[src/rtl/core_pkg.sv]
// Shared types and constants for the core's memory-side blocks.
package core_pkg;

    localparam int XLEN = 32;
    localparam logic [XLEN-1:0] TIMEOUT_DATA = 32'h0;

    typedef enum logic [1:0] {
        IDLE     = 2'd0,
        GRANT_IM = 2'd1,
        GRANT_DM = 2'd2,
        RESP     = 2'd3
    } arb_state_e;

endpackage

[src/rtl/mem_arbiter.sv]
// Arbitrates the core's fetch and data ports onto one memory port: data first,
// bounded fetch starvation, and a watchdog that aborts unacknowledged accesses.
module mem_arbiter
    import core_pkg::*;
#(
    parameter int STARVE_LIMIT = 4,
    parameter int TIMEOUT      = 255
) (
    input  logic            clk_i,
    input  logic            rst_i,
    input  logic            im_req_i,
    input  logic [XLEN-1:0] im_addr_i,
    output logic            im_busy_o,
    output logic            im_valid_o,
    output logic [XLEN-1:0] im_dout_o,
    input  logic            dm_en_i,
    input  logic            dm_wen_i,
    input  logic [XLEN-1:0] dm_addr_i,
    input  logic [XLEN-1:0] dm_din_i,
    output logic            dm_busy_o,
    output logic            dm_valid_o,
    output logic [XLEN-1:0] dm_dout_o,
    output logic            mem_en_o,
    output logic            mem_wen_o,
    output logic [XLEN-1:0] mem_addr_o,
    output logic [XLEN-1:0] mem_din_o,
    input  logic [XLEN-1:0] mem_dout_i,
    input  logic            mem_ack_i,
    output logic            err_o
);

    localparam logic [2:0] STARVE_MAX = 3'(STARVE_LIMIT);
    localparam logic [7:0] WD_LAST    = 8'(TIMEOUT - 1);

    arb_state_e      state_q, state_d;
    logic [2:0]      starve_cnt_q, starve_cnt_d;
    logic [7:0]      wd_cnt_q, wd_cnt_d;
    logic            mem_en_q, mem_en_d;
    logic            mem_wen_q, mem_wen_d;
    logic [XLEN-1:0] mem_addr_q, mem_addr_d;
    logic [XLEN-1:0] mem_din_q, mem_din_d;
    logic            im_valid_q, im_valid_d;
    logic            dm_valid_q, dm_valid_d;
    logic [XLEN-1:0] im_dout_q, im_dout_d;
    logic [XLEN-1:0] dm_dout_q, dm_dout_d;
    logic            err_q, err_d;

    function automatic logic [2:0] sat_inc3(input logic [2:0] v);
        return (v == 3'h7) ? v : v + 3'h1;
    endfunction

    always_comb begin
        state_d      = state_q;
        starve_cnt_d = starve_cnt_q;
        wd_cnt_d     = wd_cnt_q;
        mem_en_d     = mem_en_q;
        mem_wen_d    = mem_wen_q;
        mem_addr_d   = mem_addr_q;
        mem_din_d    = mem_din_q;
        im_valid_d   = 1'b0;
        dm_valid_d   = 1'b0;
        im_dout_d    = im_dout_q;
        dm_dout_d    = dm_dout_q;
        err_d        = err_q;
        case (state_q)
            IDLE: begin
                if (dm_en_i && ((starve_cnt_q < STARVE_MAX) || !im_req_i)) begin
                    state_d      = GRANT_DM;
                    mem_en_d     = 1'b1;
                    mem_wen_d    = dm_wen_i;
                    mem_addr_d   = dm_addr_i;
                    mem_din_d    = dm_din_i;
                    wd_cnt_d     = 8'd0;
                    starve_cnt_d = im_req_i ? sat_inc3(starve_cnt_q) : 3'd0;
                end else if (im_req_i) begin
                    state_d      = GRANT_IM;
                    mem_en_d     = 1'b1;
                    mem_wen_d    = 1'b0;
                    mem_addr_d   = im_addr_i;
                    wd_cnt_d     = 8'd0;
                    starve_cnt_d = 3'd0;
                end
            end
            GRANT_IM, GRANT_DM: begin
                if (mem_ack_i) begin
                    state_d  = RESP;
                    mem_en_d = 1'b0;
                    if (state_q == GRANT_IM) begin
                        im_valid_d = 1'b1;
                        im_dout_d  = mem_dout_i;
                    end else begin
                        dm_valid_d = 1'b1;
                        // A write completion keeps the last read data visible.
                        if (!mem_wen_q) dm_dout_d = mem_dout_i;
                    end
                end else if (wd_cnt_q == WD_LAST) begin
                    state_d  = RESP;
                    mem_en_d = 1'b0;
                    err_d    = 1'b1;
                    if (state_q == GRANT_IM) begin
                        im_valid_d = 1'b1;
                        im_dout_d  = TIMEOUT_DATA;
                    end else begin
                        dm_valid_d = 1'b1;
                        dm_dout_d  = TIMEOUT_DATA;
                    end
                end else begin
                    wd_cnt_d = wd_cnt_q + 8'd1;
                end
            end
            // No grant here: the requester may still hold the request just served.
            RESP:    state_d = IDLE;
            default: state_d = IDLE;
        endcase
    end

    always_ff @(posedge clk_i) begin
        if (rst_i) begin
            state_q      <= IDLE;
            starve_cnt_q <= 3'd0;
            wd_cnt_q     <= 8'd0;
            mem_en_q     <= 1'b0;
            mem_wen_q    <= 1'b0;
            mem_addr_q   <= '0;
            mem_din_q    <= '0;
            im_valid_q   <= 1'b0;
            dm_valid_q   <= 1'b0;
            im_dout_q    <= '0;
            dm_dout_q    <= '0;
            err_q        <= 1'b0;
        end else begin
            state_q      <= state_d;
            starve_cnt_q <= starve_cnt_d;
            wd_cnt_q     <= wd_cnt_d;
            mem_en_q     <= mem_en_d;
            mem_wen_q    <= mem_wen_d;
            mem_addr_q   <= mem_addr_d;
            mem_din_q    <= mem_din_d;
            im_valid_q   <= im_valid_d;
            dm_valid_q   <= dm_valid_d;
            im_dout_q    <= im_dout_d;
            dm_dout_q    <= dm_dout_d;
            err_q        <= err_d;
        end
    end

    assign im_busy_o  = im_req_i & ~im_valid_q;
    assign dm_busy_o  = dm_en_i & ~dm_valid_q;
    assign im_valid_o = im_valid_q;
    assign dm_valid_o = dm_valid_q;
    assign im_dout_o  = im_dout_q;
    assign dm_dout_o  = dm_dout_q;
    assign mem_en_o   = mem_en_q;
    assign mem_wen_o  = mem_wen_q;
    assign mem_addr_o = mem_addr_q;
    assign mem_din_o  = mem_din_q;
    assign err_o      = err_q;

endmodule
[config.mk]
export PLATFORM = sky130hd
export DESIGN_NAME = mem_arbiter
export DESIGN_NICKNAME = d
export VERILOG_FILES = /design/src/rtl/core_pkg.sv /design/src/rtl/mem_arbiter.sv
export SDC_FILE = /design/constraint.sdc
export NUM_CORES = 1
export LEC_CHECK = 0
export ABC_AREA = 1
export BUFFER_PORTS_ARGS = -buffer_cell sky130_fd_sc_hd__buf_2
export CAP_MARGIN = 5
export CORE_MARGIN = 1.5
export CORE_UTILIZATION = 51
export DETAILED_ROUTE_END_ITERATION = 6
export PLACE_DENSITY = 0.83
export SKIP_LAST_GASP = 1
export SLEW_MARGIN = 20
export SYNTH_ARGS = -nofsm -noshare
export SYNTH_HDL_FRONTEND = slang
export SYNTH_SLANG_ARGS = --single-unit
[constraint.sdc]
create_clock -name clk_i -period 3.9 [get_ports clk_i]
set_clock_uncertainty 0.2 [all_clocks]
set_input_delay 0.78 -clock clk_i [delete_from_list [all_inputs] [get_ports clk_i]]
set_output_delay 0.78 -clock clk_i [all_outputs]
set_load 0.02 [all_outputs]
==> metrics.yaml <==
drt-initial-drc-count: 590
ys_types: 28
grt_pass1_vias: 5914
setup_violations: 0
gr-usage-met2_pct: 43.9
end_kind: "register"
fp.dieArea_um2: 12900
finalCriticalPeriod_ns: 2.58
start_util_pct: 52.3
holdPathStages: 2
cp.required_ns: 4.01
power.leakage_nw: 4.04
num_vias: 6604
fillers: 1031
synth.area.mux_share_pct: 0
ys_top_cells_by_count: "261 x nand2_1, 146 x dfxtp_1, 117 x nor2_1, 84 x a21oi_1, 77 x nand3_1"
area_growth_pct: 29.9
grt_pass1_wl_um: 28200
critPathSlowestCell: "nand2_2"
crit_family: "simple AND/OR/NAND/NOR gates"
io_buffers: 268
grt.total_usage_pct: 27.3
cts_tree: "yes"
critical_path_buf_inv_count: 1
syn-num-nets: 1016
synthArstFlopShare_pct: 0
worstPathArrival_ns: 2.69
yosys.area_share.simple_pct: 30.9
synthTopCellsByArea: "dfxtp_1 47%, nand2_1 16%, nor2_1 7.0%, a21oi_1 6.7%, nand3_1 6.2%"
syn_area_per_cell_um2: 7.14
rsz0062_at_grt: "false"
tightest_slew_ns: 1.06
synthFlopType: "dfxtp_1"
clock-sinks: 146
grt_use_met1_pct: 33.8
cp_max_fo: 32
top_usage_layer: "met2"
num_io_pins: 269
synth_top_family_by_area: "simple AND/OR/NAND/NOR gates"
postRouteAntennaNets: 0
ys_warn_count: 0
critical_path_class: "reg -> reg"
dieWidth_um: 114
clock.fmax_ghz: 0.387
synthCells: 876
wl_um: 17600
yosys.area_share.adder_pct: 1.20
clkLatencyLatePin_ns: 0.42
finalInstanceArea_um2: 8120
startpoint_type: "register"
placed_area_um2: 7510
synth-seq-cells: 146
slew_headroom_pct: 29.3
post_drt_wl_per_cell_um: 13.9
drc_errors: 0
hold_buffers: 0
period_share_pct: 66.2
root_buffer: "clkbuf_16"
p_total_w: 0.00621
avgViaCountPerCell: 5.20
crit_top_cell: "nand2_2"
grt_use_met3_pct: 8.08
cts-resized-gates: 0
final_core_util_pct: 67.9
hold_viol: 0
htree_levels: 4
ir_worst_vdd_mv: 0.398
cp_cell_sequence: "inv_1 -> ha_1 -> nand2_1 -> nand2_2 -> nand2_2 -> a21oi_1 -> nor2_1"
antenna_found_initial: 1
max_stage_delay_ns: 0.50
yosys.area.top_type: "dfxtp_1"
slew_viol_final: 0
numCtsBuffers: 17
chipHeight_um: 114
nets: 1248
reg2regPathDepth: 7
power_density_nw_per_um2: 765
netlist_area_um2: 6250
num_rows: 40
cts_setup_buffers: 0
dr.pass1.iters: 5
synth_most_common_cell: "nand2_1"
synth_seq_area_share_pct: 46.8
hpwl_um: 11900
cts.path.max_buffers: 2
maxCapViolations: 0
clk_pin_slew_worst_paths_ns: 0.06
crit_cells: 7
synth_compound_area_share_pct: 13.5
synth_xor_area_share_pct: 0
drive_above_1_share_pct: 28.6
status: "finished, final reports clean"
hold_slack_ns: 0.262
core_area_um2: 12000
synth_edf_count: 0
grt_max_degree: 72
grt_overflow_total: 0
gp_congestion: 0.832
netlist.area_leader.share_pct: 46.8
setup-tns-final_ns: 0
hp-class: "reg -> reg"
-- worst register-to-register path, delay by kind of cell, from the launching register on --
family / cells / cell delay (ns)
flops: 1 / 0.36
buf+inv: 1 / 0.06
fa+ha+maj: 1 / 0.48
compound gates: 1 / 0.25
simple gates: 4 / 1.13
-- worst paths after layout --
| kind | start | to | slack, ns |
|---|---|---|---|
| max | state_q[0] | im_dout_o[15] | 1.32 |
| min | mem_din_o[22] | mem_din_o[22] | 0.26 |
| max reg2reg | state_q[0] | im_dout_o[15] | 1.32 |
| min reg2reg | mem_din_o[22] | mem_din_o[22] | 0.26 |
-- through the flow --
stage / cells / setup WS (ns)
CTS: 1268 / 1.33
detailed placement: 1236 / 1.25
global placement: 1236 / 1.29
finish: 1269 / 1.32
floorplan: 876 / 1.84
global route: 1268 / 1.04
-- report_power, final --
part	switching, W	total [W]	internal, W	leakage, nW
clock network	0.000600	0.00165	0.00105	0.300
registers	0.000199	0.00209	0.00189	1.20
logic	0.00170	0.00247	0.000773	2.54
-- flip-flops by register name, indices dropped and copies added (netlist names) --
name,count
dm_dout_o,32
dm_valid_o,1
err_o,1
im_dout_o,32
im_valid_o,1
mem_addr_o,32
mem_din_o,32
mem_en_o,1
mem_wen_o,1
starve_cnt_q,3
state_q,2
wd_cnt_q,8
-- layer usage --
layer / up-vias / routed length [um]
li1: 3309 / -
met5: - / 0
met3: 42 / 1480
met2: 281 / 8430
met1: 2972 / 7130
met4: 0 / 584
-- final cells by class --
class                           instances  area, um2  share of cell area [%]
Timing Repair Buffer                  277       1420                    17.5
Inverter                               32        120                    1.48
Clock buffer                           22        474                    5.84
Multi-Input combinational cell        634       2860                    35.3
Sequential cell                       146       2920                    36.0
Antenna cell                            1       2.50                  0.0308
Clock inverter                         10        131                    1.62
Tap cell                              147        184                    2.27
-- layout by cell type, fill, tap and decap left out, types with 2 or more instances in the layout --
| cell | netlist | final |
|---|---|---|
| a21oi_4 | 1 | 2 |
| a31oi_1 | 32 | 32 |
| bufinv_16 | 0 | 3 |
| clkbuf_1 | 20 | 2 |
| nor3_1 | 4 | 4 |
| clkbuf_8 | 0 | 3 |
| buf_4 | 3 | 8 |
| buf_2 | 21 | 268 |
| clkbuf_16 | 0 | 17 |
| nand2_2 | 4 | 4 |
| a21oi_1 | 84 | 84 |
| ha_1 | 6 | 6 |
| inv_2 | 1 | 2 |
| nor2_1 | 117 | 116 |
| nand3_1 | 77 | 77 |
| nor3b_1 | 2 | 2 |
| clkinv_2 | 0 | 5 |
| o21ai_0 | 38 | 38 |
| inv_1 | 30 | 29 |
| dfxtp_1 | 146 | 146 |
| nand2_1 | 261 | 261 |
-- kinds of logic after synthesis --
family,Yosys count
and+or+nand+nor,471
adders and majority gates,6
DFF,146
AOI/OAI and AO/OA,157
buffers and inverters,96
Power figures use the tool's default switching activity.
